**config.mk**
```make
export PLATFORM = sky130hd
export DESIGN_NAME = riscv_v_elastic_pipe_flat
export DESIGN_NICKNAME = d
export VERILOG_FILES = /design/src/rtl/riscv_v_elastic_pipe_pkg.sv /design/src/rtl/riscv_v_elastic_pipe_if.sv /design/src/rtl/riscv_v_elastic_slot.sv /design/src/rtl/riscv_v_elastic_pipe.sv /design/src/flat_wrapper.sv
export SDC_FILE = /design/constraint.sdc
export NUM_CORES = 1
export LEC_CHECK = 0
export CAP_MARGIN = 0
export CORE_ASPECT_RATIO = 0.6
export CORE_UTILIZATION = 45
export CTS_CLUSTER_SIZE = 8
export DETAILED_ROUTE_END_ITERATION = 16
export HOLD_SLACK_MARGIN = 0.03
export PLACE_DENSITY = 0.85
export SLEW_MARGIN = 20
export SYNTH_ARGS = -nofsm -noshare
export SYNTH_HDL_FRONTEND = slang
export SYNTH_HIERARCHICAL = 1
export SYNTH_SLANG_ARGS = --single-unit
```
**constraint.sdc**
```tcl
create_clock -name clk -period 2.7 [get_ports clk]
set_input_delay 0.405 -clock clk [delete_from_list [all_inputs] [get_ports clk]]
set_output_delay 0.405 -clock clk [all_outputs]
set_load 0.005 [all_outputs]
```
**src/rtl/riscv_v_elastic_pipe_pkg.sv**
```systemverilog
// Shared constants and helpers for the vector-unit elastic pipeline slice.
package riscv_v_pipe_pkg;

  localparam int unsigned DEFAULT_WIDTH = 32;

  // $clog2 clamped to at least 1 so a counter port never collapses to zero bits.
  function automatic int unsigned clog2_min1(input int unsigned value);
    int unsigned w;
    w = $clog2(value);
    return (w < 1) ? 1 : w;
  endfunction

endpackage

```
**src/rtl/riscv_v_elastic_pipe_if.sv**
```systemverilog
// Valid/ready payload handshake between vector pipeline segments.
interface riscv_v_elastic_pipe_if
  import riscv_v_pipe_pkg::*;
#(
  parameter int unsigned WIDTH = DEFAULT_WIDTH
);
  logic             in_valid;
  logic [WIDTH-1:0] in_data;
  logic             in_ready;
  logic             out_valid;
  logic [WIDTH-1:0] out_data;
  logic             out_ready;

  // master drives the upstream side and consumes the downstream side
  modport master (
    output in_valid, in_data, out_ready,
    input  in_ready, out_valid, out_data
  );

  modport slave (
    input  in_valid, in_data, out_ready,
    output in_ready, out_valid, out_data
  );
endinterface

```
**src/rtl/riscv_v_elastic_slot.sv**
```systemverilog
// One pipeline slot: valid bit plus payload register with load/hold/flush.
module riscv_v_elastic_slot #(
  parameter int unsigned      WIDTH   = 32,
  parameter logic [WIDTH-1:0] RST_VAL = '0
) (
  input  logic             clk,
  input  logic             rst_n,
  input  logic             flush,
  input  logic             load,
  input  logic             prev_valid,
  input  logic [WIDTH-1:0] prev_data,
  output logic             valid,
  output logic [WIDTH-1:0] data
);

  always_ff @(posedge clk or negedge rst_n) begin
    if (!rst_n) begin
      valid <= 1'b0;
      data  <= RST_VAL;
    end else if (flush) begin
      valid <= 1'b0;
    end else if (load) begin
      valid <= prev_valid;
      // bubbles move through without disturbing the held payload
      if (prev_valid) data <= prev_data;
    end
  end

endmodule

```
**src/rtl/riscv_v_elastic_pipe.sv**
```systemverilog
// Multi-stage elastic pipeline register with bubble collapsing, flush and occupancy.
module riscv_v_elastic_pipe
  import riscv_v_pipe_pkg::*;
#(
  parameter int unsigned      WIDTH      = DEFAULT_WIDTH,
  parameter int unsigned      NUM_STAGES = 2,
  parameter logic [WIDTH-1:0] RST_VAL    = '0,
  parameter int unsigned      CNT_W      = clog2_min1(NUM_STAGES + 1),
  localparam int unsigned     SV_W       = (NUM_STAGES == 0) ? 1 : NUM_STAGES
) (
  input  logic                    clk,
  input  logic                    rst_n,
  input  logic                    flush,
  riscv_v_elastic_pipe_if.slave   bus,
  output logic [SV_W-1:0]         stage_valid,
  output logic [SV_W*WIDTH-1:0]   stage_data,
  output logic [CNT_W-1:0]        occupancy
);

  if (NUM_STAGES == 0) begin : g_pass
    assign bus.out_valid = bus.in_valid;
    assign bus.out_data  = bus.in_data;
    assign bus.in_ready  = bus.out_ready && !flush;
    assign stage_valid   = '0;
    assign stage_data    = {SV_W{RST_VAL}};
    assign occupancy     = '0;
  end else begin : g_pipe
    logic [NUM_STAGES:0]   rdy;
    logic [NUM_STAGES-1:0] valid;
    logic [WIDTH-1:0]      data_q [NUM_STAGES];
    logic                  in_fire;
    logic                  out_fire;

    // a stage can move when it is empty or everything after it can move
    always_comb begin
      rdy             = '0;
      rdy[NUM_STAGES] = bus.out_ready;
      for (int unsigned k = 0; k < NUM_STAGES; k++) begin
        rdy[NUM_STAGES-1-k] = !valid[NUM_STAGES-1-k] || rdy[NUM_STAGES-k];
      end
    end

    assign bus.in_ready  = rdy[0] && !flush && rst_n;
    assign bus.out_valid = valid[NUM_STAGES-1];
    assign bus.out_data  = data_q[NUM_STAGES-1];
    assign stage_valid   = valid;
    assign in_fire       = bus.in_valid && bus.in_ready;
    assign out_fire      = bus.out_valid && bus.out_ready;

    for (genvar i = 0; i < NUM_STAGES; i++) begin : g_slot
      logic             prev_valid;
      logic [WIDTH-1:0] prev_data;

      if (i == 0) begin : g_head
        assign prev_valid = bus.in_valid;
        assign prev_data  = bus.in_data;
      end else begin : g_link
        assign prev_valid = valid[i-1];
        assign prev_data  = data_q[i-1];
      end

      riscv_v_elastic_slot #(
        .WIDTH   (WIDTH),
        .RST_VAL (RST_VAL)
      ) u_slot (
        .clk        (clk),
        .rst_n      (rst_n),
        .flush      (flush),
        .load       (rdy[i]),
        .prev_valid (prev_valid),
        .prev_data  (prev_data),
        .valid      (valid[i]),
        .data       (data_q[i])
      );

      assign stage_data[i*WIDTH +: WIDTH] = data_q[i];
    end

    always_ff @(posedge clk or negedge rst_n) begin
      if (!rst_n) begin
        occupancy <= '0;
      end else if (flush) begin
        occupancy <= '0;
      end else begin
        occupancy <= occupancy + CNT_W'(in_fire) - CNT_W'(out_fire);
      end
    end
  end

endmodule

```
**src/flat_wrapper.sv**
```systemverilog
// flat-port wrapper written by rule: the top's interface ports become plain ports
module riscv_v_elastic_pipe_flat import riscv_v_pipe_pkg::*;
#(
  parameter int unsigned      WIDTH      = DEFAULT_WIDTH,
  parameter int unsigned      NUM_STAGES = 2,
  parameter logic [WIDTH-1:0] RST_VAL    = '0,
  parameter int unsigned      CNT_W      = clog2_min1(NUM_STAGES + 1),
  localparam int unsigned     SV_W       = (NUM_STAGES == 0) ? 1 : NUM_STAGES
)
  (clk, rst_n, flush, stage_valid, stage_data, occupancy, bus_in_valid, bus_in_data, bus_out_ready, bus_in_ready, bus_out_valid, bus_out_data);
  riscv_v_elastic_pipe_if #(.WIDTH(WIDTH)) bus_i ();
  input  logic clk;
  input  logic rst_n;
  input  logic flush;
  output logic [SV_W-1:0] stage_valid;
  output logic [SV_W*WIDTH-1:0] stage_data;
  output logic [CNT_W-1:0] occupancy;
  input wire logic [$bits(bus_i.in_valid)-1:0] bus_in_valid;
  input wire logic [$bits(bus_i.in_data)-1:0] bus_in_data;
  input wire logic [$bits(bus_i.out_ready)-1:0] bus_out_ready;
  output wire logic [$bits(bus_i.in_ready)-1:0] bus_in_ready;
  output wire logic [$bits(bus_i.out_valid)-1:0] bus_out_valid;
  output wire logic [$bits(bus_i.out_data)-1:0] bus_out_data;
  assign bus_i.in_valid = bus_in_valid;
  assign bus_i.in_data = bus_in_data;
  assign bus_i.out_ready = bus_out_ready;
  assign bus_in_ready = bus_i.in_ready;
  assign bus_out_valid = bus_i.out_valid;
  assign bus_out_data = bus_i.out_data;
  riscv_v_elastic_pipe #(.WIDTH(WIDTH), .NUM_STAGES(NUM_STAGES), .RST_VAL(RST_VAL), .CNT_W(CNT_W)) u_core (.clk(clk), .rst_n(rst_n), .flush(flush), .bus(bus_i), .stage_valid(stage_valid), .stage_data(stage_data), .occupancy(occupancy));
endmodule
```
# Word-level counts from Yosys, hierarchy flattened
# Index checks and enable logic that the tools add are counted.
[word_totals] elab_cells=26 rom_bits=0 latchBits=0 input_bits=37 mem_bits_rw=0 register_bits=68 output_inout_bits=102 n_memories=0
[op_classes] n_mul=0 add_sub_neg=2 n_eq_ne=0 n_reduce_logical=13 n_bitwise=1 n_mux=5 div_mod_pow=0 shift=0 magnitude_cmp=0
[ops] operator="$reduce_and A3 Y1" n=2
[ops] operator="$logic_and A1 B1 Y1" n=4
[ops] operator="$mux W1" n=4
[ops] operator="$reduce_bool A2 Y1" n=2
[ops] operator="$logic_not A1 Y1" n=3
[ops] operator="$add A2 B1 Y2" n=1
[ops] operator="$logic_or A1 B1 Y1" n=2
[ops] operator="$mux W2" n=1
[ops] operator="$sub A2 B1 Y2" n=1
[ops] operator="$not A1 Y1" n=1

# Depth between registers and ports, before layout
[depth] ltp_word=9 mapped_depth=7 mapped_depth_nobuf=7

# Hierarchy
# The synthesis kept the hierarchy.
[by_module_without_submodules] mod="riscv_v_elastic_slot" area_each_um2=1366.3 seq_area_each_um2=825.8 n_inst=2 cells_per_inst=71
[by_module_without_submodules] mod="riscv_v_elastic_pipe" area_each_um2=404.1 seq_area_each_um2=50.0 n_inst=1 cells_per_inst=47

# Worst setup path before layout
# No wires, ideal clock.
[synth_path] kind="register -> register" startpoint="register u_core.g_pipe.g_slot[0].u_slot.valid" endpoint="register u_core.occupancy[1]" synth_period_minus_slack_ns=1.541 arrival_ns=1.427 setup_time_ns=0.114 n_path_buf=0 slack_ns=1.159 required_time_ns=2.586 path_stages_with_launch=8 cell_sequence="dfrtp_1 > nand3b_1 > nand4b_1 > ha_1 > inv_1 > ha_1 > xnor3_1 > nor2_1"
[synth_via] elab_chain_cells=8
[synth_rtl] item="start, declared" line_no="riscv_v_elastic_slot.sv:12" text="output logic valid,"
[synth_rtl] item="start signal, assigned" line_no="riscv_v_elastic_slot.sv:23" text="valid <= prev_valid;"
[synth_rtl] item="$logic_not A1 Y1" line_no="riscv_v_elastic_pipe.sv:39" text="rdy[NUM_STAGES-1-k] = !valid[NUM_STAGES-1-k] || rdy[NUM_STAGES-k];"
[synth_rtl] item="$logic_or A1 B1 Y1" line_no="riscv_v_elastic_pipe.sv:39"
[synth_rtl] item="net u_core.g_pipe.rdy[0]" line_no="riscv_v_elastic_pipe.sv:28" text="logic [NUM_STAGES:0] rdy;"
[synth_rtl] item="$logic_and A1 B1 Y1 (2 in a row)" line_no="riscv_v_elastic_pipe.sv:43" text="assign bus.in_ready = rdy[0] && !flush && rst_n;"
[synth_rtl] item="$logic_and A1 B1 Y1" line_no="riscv_v_elastic_pipe.sv:47" text="assign in_fire = bus.in_valid && bus.in_ready;"
[synth_rtl] item="$add A2 B1 Y2" line_no="riscv_v_elastic_pipe.sv:85" text="occupancy <= occupancy + CNT_W'(in_fire) - CNT_W'(out_fire);"
[synth_rtl] item="$sub A2 B1 Y2" line_no="riscv_v_elastic_pipe.sv:85"
[synth_rtl] item="$mux W2" line_no="riscv_v_elastic_pipe.sv:82" text="end else if (flush) begin"
[synth_rtl] item="end signal, assigned" line_no="riscv_v_elastic_pipe.sv:85"
[synth_rtl] item="end, declared" line_no="riscv_v_elastic_pipe.sv:17" text="output logic [CNT_W-1:0] occupancy"
# The timed path passes the listed nets, and every way through them passes these cells.
# A chain may end at the register's enable or synchronous reset.

# Worst setup path in the final report
[layout_path] startpoint="input port bus_out_ready" endpoint="output port bus_in_ready"
[layout_via] elab_chain_cells=4
[layout_rtl] item="start, declared" line_no="flat_wrapper.sv:20" text="input wire logic [$bits(bus_i.out_ready)-1:0] bus_out_ready;"
[layout_rtl] item="$logic_or A1 B1 Y1 (2 in a row)" line_no="riscv_v_elastic_pipe.sv:39"
[layout_rtl] item="net u_core.g_pipe.rdy[0]" line_no="riscv_v_elastic_pipe.sv:28"
[layout_rtl] item="$logic_and A1 B1 Y1 (2 in a row)" line_no="riscv_v_elastic_pipe.sv:43"
[layout_rtl] item="end, declared" line_no="flat_wrapper.sv:21" text="output wire logic [$bits(bus_i.in_ready)-1:0] bus_in_ready;"
# The timed path passes the listed nets, and every way through them passes these cells.

==> results.toml <==
[sta]
rsz0062_at_grt = "no"
max_freq_mhz = 446
min_period_ns = 2.24
final_hold_viol_count = 0
fin_crit_sh_pct = 83.0
max-slew-margin-rel_pct = 44.9
finClkSkew_ns = 0.00510
slew_viol_final = 0
tightest_slew_ns = 0.826
setup_viol = 0
setup_tns_ns = 0
fin_ws_ns = 0.460

[logic_synthesis]
yosysSeqAreaShare_pct = 54.2
syn_area_um2 = 3140
avgSynthCellArea_um2 = 16.6
yosys-top-cells-area = "dfrtp_1 54%, mux2_4 29%, buf_4 8.1%, buf_6 2.2%, mux2_2 1.4%"
yosysTopAreaCell = "dfrtp_1"
synth.top_cell.area_share_pct = 54.2
ys_seq_elements = 68
synthesis.instances = 189
synth_cell_type_count = 17
synth_nets = 228
yosysWarnings = 6

[final_layout]
drive_above_1_share_pct = 27.9
nFillCells = 455
final_cells = 395
layout.area.seq_um2 = 1700
utilization_pct = 70.0
final_nets = 342
diodes = 0
syn_to_final_growth_pct = 49.5
multi_input_area_um2 = 1110

[clock_network]
cts_made_buffers = 9
clkTransAtPathRegs_ns = 0.05
cts.sinks = 68
cts.htree.levels = 3
cts-root-buf = "clkbuf_16"
tritoncts = "built"
clock_path_buffers = 2
postCtsSetupBuffers = 0
cts_repair_resize_count = 0
clk_latency_ns = 0.32

[die]
fp-row-count = 23
die_h_um = 66.7
die_area_um2 = 7320
design.portCount = 139
start_util_pct = 46.8
core_um2 = 6710
die_width_um = 110

[placement]
place.gp.congestion = 0.761
place_ws_ns = 0.450
dp_hpwl_um = 4770
dpl.cell_count = 378
io_buffers = 138

[grt]
gr-total-overflow = 0
grt_pass1_wl_um = 10200
antenna_found_initial = 0
grt_pass1_vias = 1897
grt_max_degree = 67
track_usage_pct = 19.6

[route]
vias_per_cell = 4.79
routed_wirelength_um = 6710
drc = 0
vias = 1893
wl_per_cell_um = 17.0
ant_nets = 0
dr.pass1.iters = 4
drt_iter0_markers = 63

[setup_path]
regToRegEndpoint = "u_core/g_pipe.g_slot[0].u_slot/data[26]$_DFFE_PN0P_"
crit_fanout = 4
worstPathRequired_ns = 2.30
crit_type = "input port to output pin"
rr_worst_depth = 4
regToRegSetupSlack_ns = 0.98
r2r-start = "u_core/g_pipe.g_slot[0].u_slot/valid$_DFFE_PN0P_"
cp-start-kind = "input port"
timing.critical_path.from = "bus_out_ready"
endpoint = "bus_in_ready"
critPathArrivalTime_ns = 1.84
cp-end-kind = "output pin"

[status]
status = "complete, no violations"

[min_path]
min_path_type = "input port to async pin"

[power]
p_per_area_nw_per_um2 = 841
ir_worst_vdd_mv = 0.394
p_leak_nw = 2.19

[flow_run]
drv_cap = 0
[cell families (layout without fill, tap and decap cells)]
logic type / after synthesis / in the layout / share of synthesized area, %
adder cells (fa/ha/maj): 2 / 2 / 0.798
buffers and inverters: 41 / 160 / 10.4
flip-flops: 68 / 68 / 54.2
XOR/XNOR: 1 / 1 / 0.718
multiplexers: 66 / 66 / 30.8
AND/OR/NAND/NOR: 11 / 11 / 3.03
[worst min path at each step]
stage           from                                                  to  slack, ns  cells after the start
2_1_floorplan  rst_n  u_core/g_pipe.g_slot[0].u_slot/data[0]$_DFFE_PN0P_       0.11                      0
3_3_place_gp   rst_n                       u_core/occupancy[1]$_DFF_PN0_       0.21                      1
3_5_place_dp   rst_n                       u_core/occupancy[1]$_DFF_PN0_       0.22                      1
4_1_cts        rst_n                       u_core/occupancy[0]$_DFF_PN0_       0.49                      2
5_1_grt        rst_n                       u_core/occupancy[0]$_DFF_PN0_       0.49                      2
6_report       rst_n                       u_core/occupancy[0]$_DFF_PN0_       0.50                      2
[synth_stat cells, drive strengths merged]
library cell / n
mux2: 64
inv: 1
and3b: 1
nand2b: 1
nand4b: 1
xnor3: 1
ha: 2
buf: 40
dfrtp: 68
nor2: 3
mux2i: 2
nor2b: 1
and2: 1
nand3b: 3
[stage by stage]
stage	hold slack, ns	area [µm²]	total power (W)
after CTS	0.493	4690	0.00399
after global placement	0.214	4350	0.00266
after floorplan	0.109	3140	0.00202
final	0.496	4690	0.00394
after global routing	0.491	4690	0.00414
after detailed placement	0.217	4350	0.00270
[critical path: stages]
cell and delay, ns:
clkdlybuf4s50_1 0.49, nand3b_1 0.25, and3b_1 0.20, clkdlybuf4s50_1 0.50
[state kept, by name, summed over array words and instances, names as in the netlist]
register,cells
u_core/g_pipe.g_slot.u_slot/data,64
u_core/g_pipe.g_slot.u_slot/valid,2
u_core/occupancy,2
[per-layer routing]
metal  track usage (%)  wire length (µm)
met5                 0                 0
met4              6.50                75
met3              6.85               506
met2              30.2              2960
met1              25.6              3170
[final cells by class]
type                    count  share of cell area, %
inverters                   1                 0.0800
repair buffers            143                   30.7
multi-input cells          80                   23.6
flip-flops and latches     68                   36.3
clock inverters             5                   1.79
well taps                  87                   2.32
clock buffers              11                   5.17
[power by group]
part	internal, W	switching (W)	total [W]
Clock	0.000836	0.000425	0.00126
Combinational	0.000940	0.000299	0.00124
Sequential	0.00124	0.000200	0.00144
Total	0.00302	0.000924	0.00394
[cell usage in the layout, fill, tap and decap left out]
cell               n
inv_1              1
clkdlybuf4s50_1  137
and3b_1            1
clkbuf_16          9
buf_12             2
buf_2              1
nand4b_1           1
mux2_2             4
clkbuf_8           1
mux2_4            60
and2_1             1
bufinv_16          2
inv_6              1
buf_4              2
nor2_1             3
nand2b_1           1
mux2i_1            2
clkinvlp_4         2
dlygate4sd3_1      1
dfrtp_1           68
ha_1               2
nand3b_1           1
nor2b_1            1
xnor3_1            1
clkbuf_1           1
nand3b_4           2
[timing repair]
action / in CTS / in global routing
hold buffers: 1 / 0
setup endpoints to repair: 0 / 0
endpoints found under the hold margin: 2 / 0
(Power assumes the default switching activity.)
